File: src/rtl/ras_commit_restore_if.sv
// Commit/restore bundle between the retire stage, this block and the fetch-side RAS.
// Latency: n/a (wires only).
// Backpressure: restore beats use restore_valid/restore_ready; commits carry no backpressure.
// Optional stats outputs exist only when RAS_COMMIT_STATS_EN is defined.
interface ras_commit_restore_if;
    logic        commit_en;
    logic        commit_push;
    logic [16:0] commit_addr;
    logic        flush;
    logic        restore_valid;
    logic        restore_ready;
    logic [3:0]  restore_idx;
    logic [16:0] restore_addr;
    logic [3:0]  restore_ptr;
    logic        restore_last;
    logic        busy;
    logic [16:0] commit_top;
`ifdef RAS_COMMIT_STATS_EN
    logic [7:0]  ovf_cnt;
    logic [7:0]  unf_cnt;
`endif

    // Retire/flush source and fetch-side sink.
    modport master (
        output commit_en, commit_push, commit_addr, flush, restore_ready,
        input  restore_valid, restore_idx, restore_addr, restore_ptr,
               restore_last, busy, commit_top
`ifdef RAS_COMMIT_STATS_EN
        , input ovf_cnt, unf_cnt
`endif
    );

    // The committed-RAS block itself.
    modport slave (
        input  commit_en, commit_push, commit_addr, flush, restore_ready,
        output restore_valid, restore_idx, restore_addr, restore_ptr,
               restore_last, busy, commit_top
`ifdef RAS_COMMIT_STATS_EN
        , output ovf_cnt, unf_cnt
`endif
    );
endinterface

File: src/rtl/ras_commit_restore.sv
// Committed return-address stack; on flush, streams all 16 entries plus pointer to fetch side.
// Latency: commit visible on commit_top next cycle; first restore beat one cycle after flush.
// Backpressure: beats held stable while restore_ready is low; commits ignored during a restore.
// Optional feature macro: RAS_COMMIT_STATS_EN (depth tracker plus ovf_cnt/unf_cnt).
module ras_commit_restore (
    input  logic                 clk,
    input  logic                 rst,
    ras_commit_restore_if.slave  bus
);

    typedef enum logic [0:0] {
        IDLE    = 1'b0,
        RESTORE = 1'b1
    } state_t;

    state_t      state;
    logic [16:0] arr [16];
    logic [3:0]  cptr;
    logic [3:0]  idx;
    logic        valid_q;
    logic        last_q;

    logic        commit_apply;
    logic [3:0]  cptr_inc;
    logic [3:0]  cptr_dec;

    // Commits only retire into the committed copy while no restore is streaming it out,
    // so a restore always ships one consistent snapshot.
    assign commit_apply = bus.commit_en && (state == IDLE);
    assign cptr_inc     = cptr + 4'd1;
    assign cptr_dec     = cptr - 4'd1;

    // Committed array: a push writes the slot the pointer is moving to.
    always_ff @(posedge clk) begin
        if (!rst) begin
            for (int i = 0; i < 16; i++) begin
                arr[i] <= '0;
            end
        end else if (commit_apply && bus.commit_push) begin
            arr[cptr_inc] <= bus.commit_addr;
        end
    end

    // Committed pointer: wraps modulo 16 in both directions.
    always_ff @(posedge clk) begin
        if (!rst) begin
            cptr <= '0;
        end else if (commit_apply) begin
            cptr <= bus.commit_push ? cptr_inc : cptr_dec;
        end
    end

    // Restore sequencer: walks idx 0..15 one accepted beat at a time; a flush restarts it.
    always_ff @(posedge clk) begin
        if (!rst) begin
            state   <= IDLE;
            idx     <= '0;
            valid_q <= 1'b0;
            last_q  <= 1'b0;
        end else begin
            case (state)
                IDLE: begin
                    idx    <= '0;
                    last_q <= 1'b0;
                    if (bus.flush) begin
                        state   <= RESTORE;
                        valid_q <= 1'b1;
                    end else begin
                        valid_q <= 1'b0;
                    end
                end
                RESTORE: begin
                    if (bus.flush) begin
                        idx    <= '0;
                        last_q <= 1'b0;
                    end else if (bus.restore_ready) begin
                        if (idx == 4'd15) begin
                            state   <= IDLE;
                            idx     <= '0;
                            valid_q <= 1'b0;
                            last_q  <= 1'b0;
                        end else begin
                            idx    <= idx + 4'd1;
                            last_q <= (idx == 4'd14);
                        end
                    end
                end
                default: begin
                    state   <= IDLE;
                    idx     <= '0;
                    valid_q <= 1'b0;
                    last_q  <= 1'b0;
                end
            endcase
        end
    end

    // The array and pointer are frozen during RESTORE, so these reads hold steady
    // for as long as a beat is stalled.
    assign bus.restore_valid = valid_q;
    assign bus.busy          = valid_q;
    assign bus.restore_last  = last_q;
    assign bus.restore_idx   = idx;
    assign bus.restore_addr  = arr[idx];
    assign bus.restore_ptr   = cptr;
    assign bus.commit_top    = arr[cptr];

`ifdef RAS_COMMIT_STATS_EN
    logic [4:0] depth;
    logic [7:0] ovf_q;
    logic [7:0] unf_q;

    // Depth saturates at 0/16; pushes at full and pops at empty are counted instead.
    always_ff @(posedge clk) begin
        if (!rst) begin
            depth <= '0;
            ovf_q <= '0;
            unf_q <= '0;
        end else if (commit_apply) begin
            if (bus.commit_push) begin
                if (depth == 5'd16) begin
                    if (ovf_q != 8'hFF) begin
                        ovf_q <= ovf_q + 8'd1;
                    end
                end else begin
                    depth <= depth + 5'd1;
                end
            end else begin
                if (depth == 5'd0) begin
                    if (unf_q != 8'hFF) begin
                        unf_q <= unf_q + 8'd1;
                    end
                end else begin
                    depth <= depth - 5'd1;
                end
            end
        end
    end

    assign bus.ovf_cnt = ovf_q;
    assign bus.unf_cnt = unf_q;
`endif

endmodule

File: src/flat_wrapper.sv
// flat-port wrapper written by rule: the top's interface ports become plain ports
module ras_commit_restore_flat 
  (clk, rst, bus_commit_en, bus_commit_push, bus_commit_addr, bus_flush, bus_restore_ready, bus_restore_valid, bus_restore_idx, bus_restore_addr, bus_restore_ptr, bus_restore_last, bus_busy, bus_commit_top);
  ras_commit_restore_if bus_i ();
  input  logic clk;
  input  logic rst;
  input wire logic [$bits(bus_i.commit_en)-1:0] bus_commit_en;
  input wire logic [$bits(bus_i.commit_push)-1:0] bus_commit_push;
  input wire logic [$bits(bus_i.commit_addr)-1:0] bus_commit_addr;
  input wire logic [$bits(bus_i.flush)-1:0] bus_flush;
  input wire logic [$bits(bus_i.restore_ready)-1:0] bus_restore_ready;
  output wire logic [$bits(bus_i.restore_valid)-1:0] bus_restore_valid;
  output wire logic [$bits(bus_i.restore_idx)-1:0] bus_restore_idx;
  output wire logic [$bits(bus_i.restore_addr)-1:0] bus_restore_addr;
  output wire logic [$bits(bus_i.restore_ptr)-1:0] bus_restore_ptr;
  output wire logic [$bits(bus_i.restore_last)-1:0] bus_restore_last;
  output wire logic [$bits(bus_i.busy)-1:0] bus_busy;
  output wire logic [$bits(bus_i.commit_top)-1:0] bus_commit_top;
  assign bus_i.commit_en = bus_commit_en;
  assign bus_i.commit_push = bus_commit_push;
  assign bus_i.commit_addr = bus_commit_addr;
  assign bus_i.flush = bus_flush;
  assign bus_i.restore_ready = bus_restore_ready;
  assign bus_restore_valid = bus_i.restore_valid;
  assign bus_restore_idx = bus_i.restore_idx;
  assign bus_restore_addr = bus_i.restore_addr;
  assign bus_restore_ptr = bus_i.restore_ptr;
  assign bus_restore_last = bus_i.restore_last;
  assign bus_busy = bus_i.busy;
  assign bus_commit_top = bus_i.commit_top;
  ras_commit_restore u_core (.clk(clk), .rst(rst), .bus(bus_i));
endmodule
File: config.mk
export PLATFORM = sky130hd
export DESIGN_NAME = ras_commit_restore_flat
export DESIGN_NICKNAME = d
export VERILOG_FILES = /design/src/rtl/ras_commit_restore_if.sv /design/src/rtl/ras_commit_restore.sv /design/src/flat_wrapper.sv
export SDC_FILE = /design/constraint.sdc
export NUM_CORES = 1
export LEC_CHECK = 0
export CORE_ASPECT_RATIO = 0.9
export CORE_UTILIZATION = 40
export CTS_CLUSTER_SIZE = 30
export DETAILED_ROUTE_END_ITERATION = 10
export PLACE_DENSITY = 0.58
export RECOVER_POWER = 50
export SLEW_MARGIN = 0
export SYNTH_ARGS = -nofsm -noshare
export SYNTH_HDL_FRONTEND = slang
export SYNTH_SLANG_ARGS = --single-unit
File: constraint.sdc
create_clock -name clk -period 3.89 [get_ports clk]
set_input_delay 0.778 -clock clk [delete_from_list [all_inputs] [get_ports clk]]
set_output_delay 0.778 -clock clk [all_outputs]
set_load 0.02 [all_outputs]
---- Yosys cells after proc, flatten, opt, wreduce, memory -nomap -nowiden ----
Memories as Yosys holds them, arrays and structs flattened. A register that Yosys moved wholly into a read port is not among the register bits.
Cells that the tools add are included.
operators by class
  $add $sub $neg .......................... 3
  equal/unequal tests ..................... 6
  multiplexer cells ....................... 29
  bitwise logic cells ..................... 1
  reduce and logical (&&, ||, !) cells .... 4
operators by type and width
  kind                   number
  $mux W4                9
  $mux W17               1
  $reduce_or A17 Y1      1
  $mux W1                15
  $add A4 B1 Y4 const B  2
  $eq A4 B4 Y1 const B   2
  $pmux W4 S2            1
  $ne A2 B2 Y1 const B   3
  $pmux W1 S2            3
  $sub A4 B1 Y4 const B  1
  $ne A3 B3 Y1 const B   1
  $reduce_and A3 Y1      1
  $logic_and A1 B1 Y1    2
  $not A1 Y1             1
storage, ports and cells
  register bits after elaboration ......... 11
  bits in writable memories ............... 272
  output and inout port bits .............. 45
  memories ................................ 1
memories
  memory      depth  bits a word  read ports  clocked after Yosys merged registers in  write ports  line                      RTL
  u_core.arr  16     17           2           2                                        16           ras_commit_restore.sv:17  logic [16:0] arr [16];

---- Logic depth before layout (Yosys ltp) ----
Gate-level depths: netlist of the first run.
  depth in word-level cells ............... 8
  gate-level depth with buffers ........... 7
  mapped depth without buffers ............ 5

---- Worst setup path before layout of the first run ----
Ideal clock, no wire load.
  path kind ............................... register to register
  start point ............................. reg u_core.cptr[0], in the netlist u_core.bus.restore_ptr[0]
  end point ............................... mem u_core.arr[10][0] (enable)
  data arrival time ....................... 2,752 ps
  required time ........................... 3,475 ps
  path slack .............................. 724 ps
  cell stages (with the launch flop) ...... 7
  period minus slack after synthesis ...... 3,166 ps
  cell sequence ........................... dfxtp_1 > ha_1 > or2_2 > o21ai_1 > a21oi_2 > buf_2 > o21ai_0
RTL lines
  element                   line                      RTL
  start: declaration        ras_commit_restore.sv:18  logic [3:0] cptr;
  start signal: assignment  ras_commit_restore.sv:49  cptr <= bus.commit_push ? cptr_inc : cptr_dec;
  end: declaration          ras_commit_restore.sv:17

==> results of run 1 <==
## state kept, by name, indices dropped and copies added (netlist names), named ones only
| name | flops |
|---|---|
| u_core.bus.restore_last | 1 |
| u_core.bus.busy | 1 |
| u_core.bus.restore_ptr | 4 |
| u_core.bus.restore_idx | 4 |
| u_core.arr | 272 |
| u_core.state | 1 |
## synthesized netlist by cell type (all sizes together)
master,instances
nor2b,7
and2,12
nand2,114
mux4,136
nand2b,3
mux2i,1
a211oi,1
xnor2,1
nor3b,1
or2,1
clkbuf,25
a22oi,68
o21ai,25
dfxtp,19
nand3,4
edfxtp,272
buf,63
xor2,3
a21oi,4
o311a,1
and4b,1
nand4b,1
or4,1
inv,5
nor2,278
a21boi,2
ha,8
or3,1
nand4,3
## cells by family (layout without fill, tap and decap cells)
family	Yosys count	after routing	synth area share [%]
AO/OA/AOI/OAI	101	101	4.81
XOR/XNOR	4	4	0.239
adder cells (fa/ha/maj)	8	8	0.684
buffers and inverters	93	187	3.27
flip-flops	291	291	58.4
multiplexers	137	137	21.0
AND/OR/NAND/NOR	427	427	11.6
## routing by layer
layer / wire (µm) / track usage [%]
met1: 17700 / 33.1
met2: 21600 / 40.6
met3: 3700 / 3.53
met4: 1420 / 7.61
met5: 0 / 0
## worst reg2reg max path: stages (launching register included)
cell and delay (ns):
dfxtp_1 0.44, ha_1 0.33, nand2b_1 0.16, o21ai_0 0.25, a21oi_1 0.27, o21ai_0 1.03
clkbuf_2 0.67
## power breakdown
group          internal, mW  switching, mW
registers              3.54         0.0984
logic                 0.412          0.577
clock network          1.81           1.23
total                  5.76           1.91
## layout make-up
type                       count  area, µm²
clock buffer                  48        977
multi-input combinational    677       5650
tap                          476        596
sequential                   291       8560
fill                        3154      19000
inverter                       5       18.8
timing repair buffer         125       1180
clock inverter                 9       67.6
## stage by stage
step                      power (mW)  utilization, %
final                           7.67            47.2
after global placement          4.70            44.6
after global routing            7.89            47.2
after floorplan                 4.28               -
after CTS                       7.73            47.5
after detailed placement        4.71            44.6
## worst paths after layout
kind | from | slack (ns) | endpoint
max | flip-flop | 0.21 | bus_restore_addr[13]
min | u_core.bus.busy | 0.47 | u_core.bus.busy
max reg2reg | u_core.bus.restore_ptr[0] | 0.38 | u_core.arr[15][14]
min reg2reg | u_core.bus.busy | 0.47 | u_core.bus.busy
## repair_timing
item                                    4_1_cts  5_1_grt
hold endpoints to repair                      0        0
endpoints found under the setup margin        0        2
buffers inserted                              0        1
hold buffers                                  0        0
==> flow_results.org, run 1 <==
** Outcome
- Outcome :: complete, but fails checks
- Violated checks :: design-rule violations, max-capacitance violations, max-slew violations

** STA
- The worst pin sits at a relative slew slack of -10.2%.
- For the pin with the worst max-slew slack, the measured transition is 1.65 ns.
- Of the available clock period, the critical path in the final layout requires 94.7%.
- Setup repair after global routing left no endpoint under its margin.
- Final slew viol count :: 66
- Clock skew :: 0.0140 ns
- Hold violation total from the final report :: 0
- Final-report setup violation count :: 0
- Worst-case hold slack :: 0.468 ns
- After layout, the minimum clock period comes to 3.68 ns.
- Worst path setup slack after routing :: 0.208 ns
- For this run, the top clock speed supported by timing is 272 MHz.
- Fin Setup TNS :: 0 ns

** Place
- Detailed placement ended at an HPWL of 28.4 mm.
- Including well taps, the total number of placed cells is 1573.
- Worst slack at placement :: 0.616 ns
- Final weighted congestion of routability-driven global placement :: 0.797
- Port bufs :: 67
- Post-place instance area :: 0.0161 mm²

** Power and ir drop
- Total leakage power :: 5.69 nW
- Peak ir drop on the vdd network :: 267 µV
- Power density cells :: 450 mW/mm²

** Floorplan
- The floorplan step set the die height to 183 µm.
- After floorplanning, the core was sized to cover 0.0361 mm².
- Initial Utilization :: 40.5%
- Die Span X :: 204 µm
- Row cnt :: 66
- # IOs :: 68
- The die covers 0.0374 mm².

** Clock tree
- In this run the number of H-tree levels came out at 2.
- Clock-pin slew was measured on the worst setup and hold paths at 0.06 ns.
- The clock reaches the later pin of the worst-skew pair after 0.52 ns.
- Total number of clock tree sinks :: 291
- Gates resized during post-CTS repair numbered 0.
- Counting along the longest clock path gives a buffer depth of 3.
- CTS tree :: built
- CTS placed an instance of clkbuf_16 at the clock tree root.
- TritonCTS created 35 clock buffers.

** Min path
- Hold crit path type :: flip-flop to flip-flop
- WHS Path Cells :: 2

** Final layout
- Most frequent standard cell in the layout excluding fill and tap cells :: nor2_1
- Fraction of layout instances using a drive strength above 1 :: 21.8%
- 0 antenna diodes ended up in the layout.
- The library cells used most frequently in the layout, excluding fill and tap cells, are 276 x nor2_1, 272 x edfxtp_1, 136 x mux4_2.
- The net count of the finished layout is 1166.
- From synthesis to final layout, the design area changed by 16.5%.
- Area of all placed cells without fillers :: 0.0170 mm²
- Excluding fillers, the count of instances in the completed layout stands at 1631.

** Setup path
- Broken down by cell family, the worst path's largest delay share belongs to buffers and inverters.
- In this design, the stage delay of the slowest critical-path cell is 0.58 ns.
- The critical path crosses 5 cells after its start point.
- Cells on worst reg2reg path :: 6
- The critical path goes through buf_4 -> mux4_2 -> a22oi_1 -> nand2_1 -> clkdlybuf4s50_1.
- Data on the critical path is required at its endpoint by 3.11 ns.
- Of all nets on the critical path, the largest fanout is 11.
- Nature of the critical path endpoint :: primary output
- Worst Path Buf+Inv :: 2
- Data arrives at the worst endpoint at 2.90 ns.
- Master of the slowest instance on the critical path :: dfxtp_4
- Kind of start point of the critical path :: flip-flop
- Critical path type :: flip-flop to primary output

** Logic synthesis
- Post-synthesis sequential element count :: 291
- Syn nets :: 1092
- The Yosys step of the flow raised 0 warnings.
- Top cell type's share of synthesized area :: 55.8%
- Of all cell types, the one taking the most synthesized area is edfxtp_1.
- Syn Area/Cell :: 13.8 µm²
- The share of the Yosys chip area taken by registers is 58.4%.
- Sorting the synthesized cells by area gives the leading types as edfxtp_1 56%, mux4_2 21%, nor2_1 7.1%.
- Synthesis instantiated 36 different standard cells from the library.
- Total standard cell area after synthesis :: 0.0146 mm²
- Post-synthesis cell count :: 1061

** Drt
- Detail-routed via count per cell :: 5.98
- Aggregate routed wire length :: 44.4 mm
- Detailed Routing Iterations Pass 1 :: 8
- Detailed router's first-iteration violation count :: 1075
- Wirelength per Cell :: 27.3 µm
- For this run, design rule violations remaining after detail routing come to 1.
- DR vias :: 9748
- The count of nets left with antenna violations once routing finished came out at 0.

** Global route
- Across every metal layer, demand over resource in global routing totals 24.4%.
- Pin count of the biggest net entering global routing :: 45
- The first global-routing pass estimated 65.2 mm of wire.
- For this run the aggregate overflow at the end of global routing stands at 0.
- Number of global-route vias before repair :: 9976
- Number of antenna violations at the first check in global routing :: 0

** Run
- Max-cap violations in this run came to 3.
Note: power is estimated with default switching activity, not from simulation.
==> run 2: changes to the inputs <==
--- a/config.mk
+++ b/config.mk
@@ -9,6 +9,8 @@
 export CORE_UTILIZATION = 40
 export CTS_CLUSTER_SIZE = 30
 export DETAILED_ROUTE_END_ITERATION = 10
+export GPL_ROUTABILITY_DRIVEN = 0
+export GPL_TIMING_DRIVEN = 0
 export PLACE_DENSITY = 0.58
 export RECOVER_POWER = 50
 export SLEW_MARGIN = 0
==> run 2 against run 1 <==
The run ends with design-rule violations, max-capacitance violations, negative setup slack left. Clock skew rose by 0.0014 ns. Worst hold slack got worse by 0.00075 ns. Global-route usage up 3.0 points. Count of clock-buffer cells in the layout down 6. Routed wire length up 13%. Die area is the same. Critical endpoint is now bus_restore_addr[11]. Utilization increased by 0.88 points. Combinational power grew 14%. Sequential share of layout area down 1.0 points. Setup slack lost 0.21 ns. First-iteration DRC count grew 65%. Clock power grew 6%.
==> flow_results.org, run 2 (synthesis results as in run 1) <==
** STA
- The minimum period implied by the final worst setup slack came to 3.90 ns (+0.214 ns).
- Tightest Pin Transition :: 1.48 ns (-0.170 ns)
- RSZ-0062 raised after global routing :: true
- The worst-case headroom to the max-slew limit was 0.110% (+10 points).
- The portion of the clock cycle consumed by the worst path in the final layout is 100% (+5.5 points).
- Clock skew :: 0.0154 ns (+0.00140 ns)
- Hold violation total from the final report :: 0 (unchanged)
- The number of endpoints failing setup at the final stage is 1 (+1).
- Worst-case hold slack :: 0.467 ns (-0.000750 ns)
- Worst path setup slack after routing :: -0.00655 ns (-0.214 ns)
- The final-layout setup total negative slack was -0.00655 ns (-0.00655 ns).
- The top achievable clock speed was 257 MHz (-5.5%).
- Final slew viol count :: 0 (-100%)

** Place
- Post-place instance area :: 0.0162 mm² (+0.78%)
- Port bufs :: 67 (unchanged)
- The detailed placer's ending HPWL is 35.8 mm (+26%).
- The worst slack at placement is 0.179 ns (-0.437 ns).

** Drt
- DR vias :: 10300 (+6.1%)
- Aggregate routed wire length :: 50.1 mm (+13%)
- Remaining routing DRC violations :: 1 (unchanged)
- Residual antenna-violating net count after detailed routing :: 0 (unchanged)
- The number of DRC markers in iteration 0 is 1779 (+65%).
- The number of iterations in the first detailed-routing pass came to 8 (unchanged).
- Detail-routed via count per cell :: 6.17 (+3.2%)
- The routed length per placed instance is 29.9 µm (+9.6%).

** Power and ir drop
- The net load switching power was 2.05 mW (+7.5%).
- The static leakage power was 5.87 nW (+3.2%).
- The share of power burned in the clock network came to 40.5% (+0.8 points).
- The sequential power share was 45.3% (-2.1 points).
- Power density cells :: 458 mW/mm² (+2.0%)
- The switching share of total power came to 25.7% (+0.86 points).
- The maximum VDD drop came to 283 µV (+6.0%).
- The part of the power in combinational logic came to 14.2% (+1.3 points).
- The internal power was 5.91 mW (+2.7%).

** Global route
- The number of global-route vias before repair came to 10200 (+2.6%).
- The initial antenna violation count came to 0 (unchanged).
- The first-pass GRT wire length was 71.0 mm (+9.0%).
- The all-layer global routing usage was 27.4% (+3.0 points).
- The overflow left after global routing is 0 (unchanged).
- The largest net degree at the start of global routing came to 15 (-67%).

** Setup path
- Destination of the worst register-to-register timing path :: u_core.arr[7][11]
- Worst-case register-to-register setup slack :: 0.26 ns (-0.12 ns)
- STA classifies the critical path endpoint as a primary output.
- The required time at the endpoint of the critical path was 3.11 ns (about the same).
- Critical path type :: flip-flop to primary output
- The number of cells traversed by the worst register-to-register path came to 7 (+1).
- Kind of start point of the critical path :: flip-flop
- Source of the worst register-to-register timing path :: u_core.bus.restore_ptr[1]
- Signal arrival time at the worst endpoint :: 3.12 ns (+0.22 ns)
- The largest fanout on the critical path came to 10 (-1).

** Clock tree
- The buffers inserted during post-CTS setup optimization is 0 (unchanged).
- The level count of the clock H-tree came to 2 (unchanged).
- The number of buffers added by the clock tree synthesis step is 35 (unchanged).
- Post-CTS clock slew at the launch and capture registers of the worst setup and hold paths :: 0.06 ns (about the same)
- Root Buffer Master :: clkbuf_16
- Max Root-Sink Buffers :: 3 (unchanged)
- The number of sinks driven by the clock tree came to 291 (unchanged).
- Clk Latency, worst-skew pair :: 0.52 ns (about the same)
- CTS hold repair buffers :: 0 (unchanged)
- TritonCTS built the clock tree.

** Final layout
- The final cell utilization of the core was 48.1% (+0.88 points).
- Most frequent cells in the layout :: 276 x nor2_1, 272 x edfxtp_1, 136 x mux4_2
- Most flops, register :: u_core.arr
- Layout area overhead :: 18.7%
- The flip-flop count of the largest register, all copies and words added is 272 (unchanged).
- Fraction of layout instances using a drive strength above 1 :: 23.7% (+1.9 points)
- Area of all placed cells without fillers :: 0.0174 mm² (+1.9%)
- Most frequent standard cell in the layout excluding fill and tap cells :: nor2_1
- Total of fill cells in the finished design :: 3135 (-0.60%)
- Antenna Cells :: 0 (unchanged)
- The final net count was 1210 (+3.8%).

** Min path
- WHS Path Cells :: 2 (unchanged)
- The startpoint identified for the worst hold timing path is u_core.bus.busy.
- The path with the worst hold slack has its endpoint at u_core.bus.busy.
- Hold crit path type :: flip-flop to flip-flop

** Floorplan
- Vertical extent of the die :: 183 µm (unchanged)
- Row cnt :: 66 (unchanged)
- The area enclosed by the die boundary is 0.0374 mm² (unchanged).
- The die outline width was 204 µm (unchanged).
- The core footprint came to 0.0361 mm² (unchanged).
- The number of primary I/O pins was 68 (unchanged).
- The starting density of the core was 40.5% (unchanged).

** Run
- The number of violations of the max-capacitance limit was 1 (-2).

** Outcome
- Outcome :: complete, but fails checks
- The checks that failed: design-rule violations, max-capacitance violations, negative setup slack.
[run 2: worst max path at each step]
stage / startpoint / endpoint / slack, ns / cells past startpoint
floorplan: u_core.bus.restore_ptr[0] / u_core.arr[10][0] / 0.72 / 6
global placement: rst / u_core.arr[2][10] / -1.37 / 5
finish: flip-flop / bus_restore_addr[11] / -0.007 / 5
global route: flip-flop / bus_commit_top[8] / -0.06 / 6
CTS: flip-flop / bus_restore_addr[15] / 0.007 / 7
detailed placement: flip-flop / bus_restore_addr[7] / 0.18 / 7
[run 2: metrics by stage]
step           std cells  power [mW]
3_5_place_dp        1620        4.78
2_1_floorplan       1061        4.28
5_1_grt             1678        8.14
6_report            1678        7.96
3_3_place_gp        1604        4.74
4_1_cts             1679        7.97
[run 2: worst max-delay path, cell delays in order, from the launching register on]
cell             delay [ns]
dfxtp_1                0.35
nor2_2                 0.49
clkbuf_1               0.63
a22oi_1                0.36
nand2_1                0.15
clkdlybuf4s50_1        0.61
[run 2: area by class of cell]
| cell class | count | area (µm²) | share of cell area [%] |
|---|---|---|---|
| flip-flops and latches | 291 | 8550 | 49.2 |
| clock buffers | 42 | 955 | 5.50 |
| clock inverters | 18 | 164 | 0.944 |
| multi-input cells | 677 | 5690 | 32.8 |
| well taps | 476 | 596 | 3.43 |
| plain buffers | 86 | 465 | 2.68 |
| inverters | 5 | 18.8 | 0.108 |
| repair buffers | 83 | 927 | 5.34 |
[run 2: what timing repair did]
| item | in CTS | in global routing |
|---|---|---|
| endpoints found under the hold margin | 0 | 0 |
| pin swaps | 0 | 1 |
| endpoints found under the setup margin | 34 | 16 |
| resized for setup | 27 | 10 |
[run 2: metal layers]
layer | vias up | wire, µm | track usage, %
met3 | 93 | 7050 | 9.09
li1 | 4267 | - | -
met5 | - | 0 | 0
met4 | 0 | 1150 | 7.31
met1 | 5241 | 19400 | 37.9
met2 | 746 | 22500 | 41.4
[run 2: power groups by stage]
stage	registers, mW	clock network, mW	logic [mW]
after floorplan	3.65	0	0.626
after global placement	3.67	0	1.07
after detailed placement	3.66	0	1.12
after CTS	3.60	3.25	1.12
after global routing	3.62	3.35	1.17
final	3.61	3.22	1.13
==> run 3: changes to the inputs <==
--- a/config.mk
+++ b/config.mk
@@ -5,12 +5,12 @@
 export SDC_FILE = /design/constraint.sdc
 export NUM_CORES = 1
 export LEC_CHECK = 0
-export CORE_ASPECT_RATIO = 0.9
+export CORE_ASPECT_RATIO = 0.7
 export CORE_UTILIZATION = 40
 export CTS_CLUSTER_SIZE = 30
 export DETAILED_ROUTE_END_ITERATION = 10
-export GPL_ROUTABILITY_DRIVEN = 0
 export GPL_TIMING_DRIVEN = 0
+export HOLD_SLACK_MARGIN = 0.02
 export PLACE_DENSITY = 0.58
 export RECOVER_POWER = 50
 export SLEW_MARGIN = 0
==> run 3 against run 2 <==
Sequential cell count did not move. Die area barely moved. Critical endpoint is now bus_commit_top[5]. Clock power fell by 7.1%. Cell area fell by 0.22%. Global-route usage rose by 1.3 points. Clock skew fell by 0.0017 ns. Sequential power barely moved. The flow finishes with violations (max-capacitance violations, max-slew violations).
==> flow_results.org, run 3 (synthesis results as in run 1) <==
** Floorplan
- The total number of placement rows came to 58 (-12%).
- The number of primary I/O pins is 68 (unchanged).
- The area enclosed by the die boundary is 0.0374 mm² (about the same).
- The chip height was 162 µm (-12%).
- The die outline width is 231 µm (+13%).
- Core Area :: 0.0360 mm² (-0.26%)
- The starting density of the core came to 40.7% (+0.10 points).

** STA
- The minimum period implied by the final worst setup slack came to 3.86 ns (-0.0332 ns).
- The number of pins with negative max-slew slack in the final report was 13 (+13).
- Tightest Pin Transition :: 1.72 ns (+0.234 ns)
- RSZ-0062 raised after global routing :: false
- The top achievable clock speed came to 259 MHz (+0.86%).
- The final hold violation count was 0 (unchanged).
- Final-report setup violation count :: 0 (-1)
- The worst clock skew is 0.0137 ns (-0.00168 ns).
- The portion of the clock cycle consumed by the worst path in the final layout is 99.3% (-0.85 points).
- Relative slew slack :: -15.7% (-16 points)

** Final layout
- The final net count was 1207 (-0.25%).
- The flip-flop count of the largest register, all copies and words added came to 272 (unchanged).
- Most flops, register :: u_core.arr
- Most frequent standard cell in the layout excluding fill and tap cells :: nor2_1
- The final instance count without filler cells is 1676 (-0.12%).
- The final antenna diode count came to 0 (unchanged).
- Most frequent cells in the layout :: 276 x nor2_1, 272 x edfxtp_1, 136 x mux4_2
- The final standard cell area without fillers came to 0.0173 mm² (-0.22%).
- Total of fill cells in the finished design :: 3228 (+3.0%)
- Layout area overhead :: 18.4%
- The fraction of final layout cells sized beyond drive strength 1 was 23.4% (-0.30 points).

** Power and ir drop
- The power density of the placed cells is 448 mW/mm² (-2.2%).
- The total power consumption of the routed design is 7.77 mW (-2.4%).
- Peak ir drop on the vdd network :: 350 µV (+24%)
- Total leakage power :: 5.84 nW (-0.45%)
- Clock group share of total power :: 38.5% (-2.0 points)
- The sequential power share was 46.4% (+1.1 points).
- The net load switching power is 2.08 mW (+1.5%).
- The internal power came to 5.69 mW (-3.8%).
- The part of the power in combinational logic was 15.1% (+0.9 points).
- The switching share of total power came to 26.8% (+1.0 points).

** Drt
- The via count normalized by instance count is 6.27 (+1.6%).
- Detailed router's first-iteration violation count :: 1910 (+7.4%)
- The routed length per placed instance came to 31.7 µm (+6.0%).
- The final routed DRC violation total is 0 (-1).
- The number of iterations in the first detailed-routing pass was 7 (-1).
- The number of nets with antenna violations after detailed routing was 0 (unchanged).
- DR vias :: 10500 (+1.5%)
- Aggregate routed wire length :: 53.1 mm (+5.9%)

** Setup path
- Sequence of cells on the critical path :: buf_4 -> buf_8 -> buf_6 -> mux4_2 -> a22oi_1 -> nand2_1 -> clkdlybuf4s50_1
- Nature of the critical path endpoint :: primary output
- The critical path is of the flip-flop to primary output type.
- Longest individual stage delay on the worst path :: 0.58 ns (-0.05 ns)
- For this design, the slowest cell found on the critical path is clkdlybuf4s50_1.
- Crit path max fanout :: 10 (unchanged)
- Signal arrival time at the worst endpoint :: 3.09 ns (-0.03 ns)
- The required time at the endpoint of the critical path is 3.11 ns (about the same).
- Kind of start point of the critical path :: flip-flop

** Global route
- The initial antenna violation count was 1 (+1).
- Number of global-route vias before repair :: 10200 (-0.19%)
- Gr usage total :: 28.7% (+1.3 points)
- The largest net degree at the start of global routing was 15 (unchanged).
- Total global routing overflow :: 0 (unchanged)
- The first-pass GRT wire length was 74.2 mm (+4.4%).

** Place
- Half-perimeter wire length after detailed placement :: 37.9 mm (+5.7%)
- Final weighted congestion of routability-driven global placement :: 0.924
- The post-detailed-placement cell area came to 0.0162 mm² (about the same).
- The placed cell count is 1624 (+0.25%).
- Port bufs :: 67 (unchanged)

** Outcome
- Outcome :: complete, but fails checks
- Violated checks :: max-capacitance violations, max-slew violations

** Run
- The number of violations of the max-capacitance limit was 2 (+1).

** Clock tree
- The buffers inserted during post-CTS setup optimization came to 0 (unchanged).
- The number of buffers on the longest clock path came to 3 (unchanged).
- H-Tree Depth :: 1 (-1)
- The number of sinks driven by the clock tree is 291 (unchanged).
- The hold buffer count at cts is 0 (unchanged).
- TritonCTS built the clock tree.
- Post-CTS clock slew at the launch and capture registers of the worst setup and hold paths :: 0.06 ns (about the same)
- The number of buffers added by the clock tree synthesis step is 31 (-11%).
- The insertion delay to the later sink of the worst-skew pair came to 0.58 ns (+0.06 ns).
- The cell sitting at the root of the clock tree is a clkbuf_16.

** Min path
- The tightest min-delay check is of the flip-flop to flip-flop type.
-- run 3: critical path, delay by kind of cell, from the launching register on --
| family | cells | cell delay (ns) |
|---|---|---|
| multiplexers | 1 | 0.52 |
| AND/OR/NAND/NOR | 1 | 0.19 |
| flip-flops | 1 | 0.31 |
| AO/OA/AOI/OAI | 1 | 0.31 |
| buffers and inverters | 4 | 1.17 |
-- run 3: final cells by class --
cell class / count / area, µm² / share of cell area [%]
flip-flops and latches: 291 / 8550 / 49.3
multi-input cells: 677 / 5730 / 33.1
repair buffers: 83 / 938 / 5.42
clock buffers: 36 / 795 / 4.58
well taps: 480 / 601 / 3.47
plain buffers: 87 / 510 / 2.95
clock inverters: 17 / 184 / 1.06
inverters: 5 / 18.8 / 0.108
-- run 3: worst paths after layout --
path	from	to	slack, ns	cells past startpoint
min	u_core.bus.busy	u_core.bus.busy	0.47	2
min reg2reg	u_core.bus.busy	u_core.bus.busy	0.47	2
max	flip-flop	bus_commit_top[5]	0.03	7
max reg2reg	u_core.bus.restore_ptr[0]	u_core.arr[7][6]	0.25	7
-- run 3: stage by stage --
step	util (%)	TNS [ns]	hold WS, ns	worst slack, ns
after global placement	44.2	-301.26	0.465	-1.27
after CTS	48.1	-0.0148	0.478	-0.0134
after detailed placement	45.1	0	0.475	0.0941
final	48.1	0	0.468	0.0267
after floorplan	-	0	0.476	0.724
after global routing	48.1	0	0.495	0.00225
-- run 3: power by group through the flow --
| stage | logic, mW | registers [mW] | clock network (mW) |
|---|---|---|---|
| 5_1_grt | 1.21 | 3.62 | 3.09 |
| 6_report | 1.17 | 3.61 | 2.99 |
| 2_1_floorplan | 0.626 | 3.65 | 0 |
| 3_3_place_gp | 1.09 | 3.67 | 0 |
| 3_5_place_dp | 1.14 | 3.67 | 0 |
| 4_1_cts | 1.16 | 3.60 | 2.97 |
-- run 3: repair_timing --
item                       4_1_cts  5_1_grt
pin swaps                        0        3
gates resized for setup         46       26
setup endpoints to repair       34       22
gates cloned                     0        0
-- run 3: routing by layer --
metal  vias up  track usage (%)  part of all wire, %
met2       785             40.0                   41
met4         2             5.33                  2.3
met5         -                0                0.024
li1       4261                -                    -
met1      5361             39.2                   39
met3        95             15.9                   17
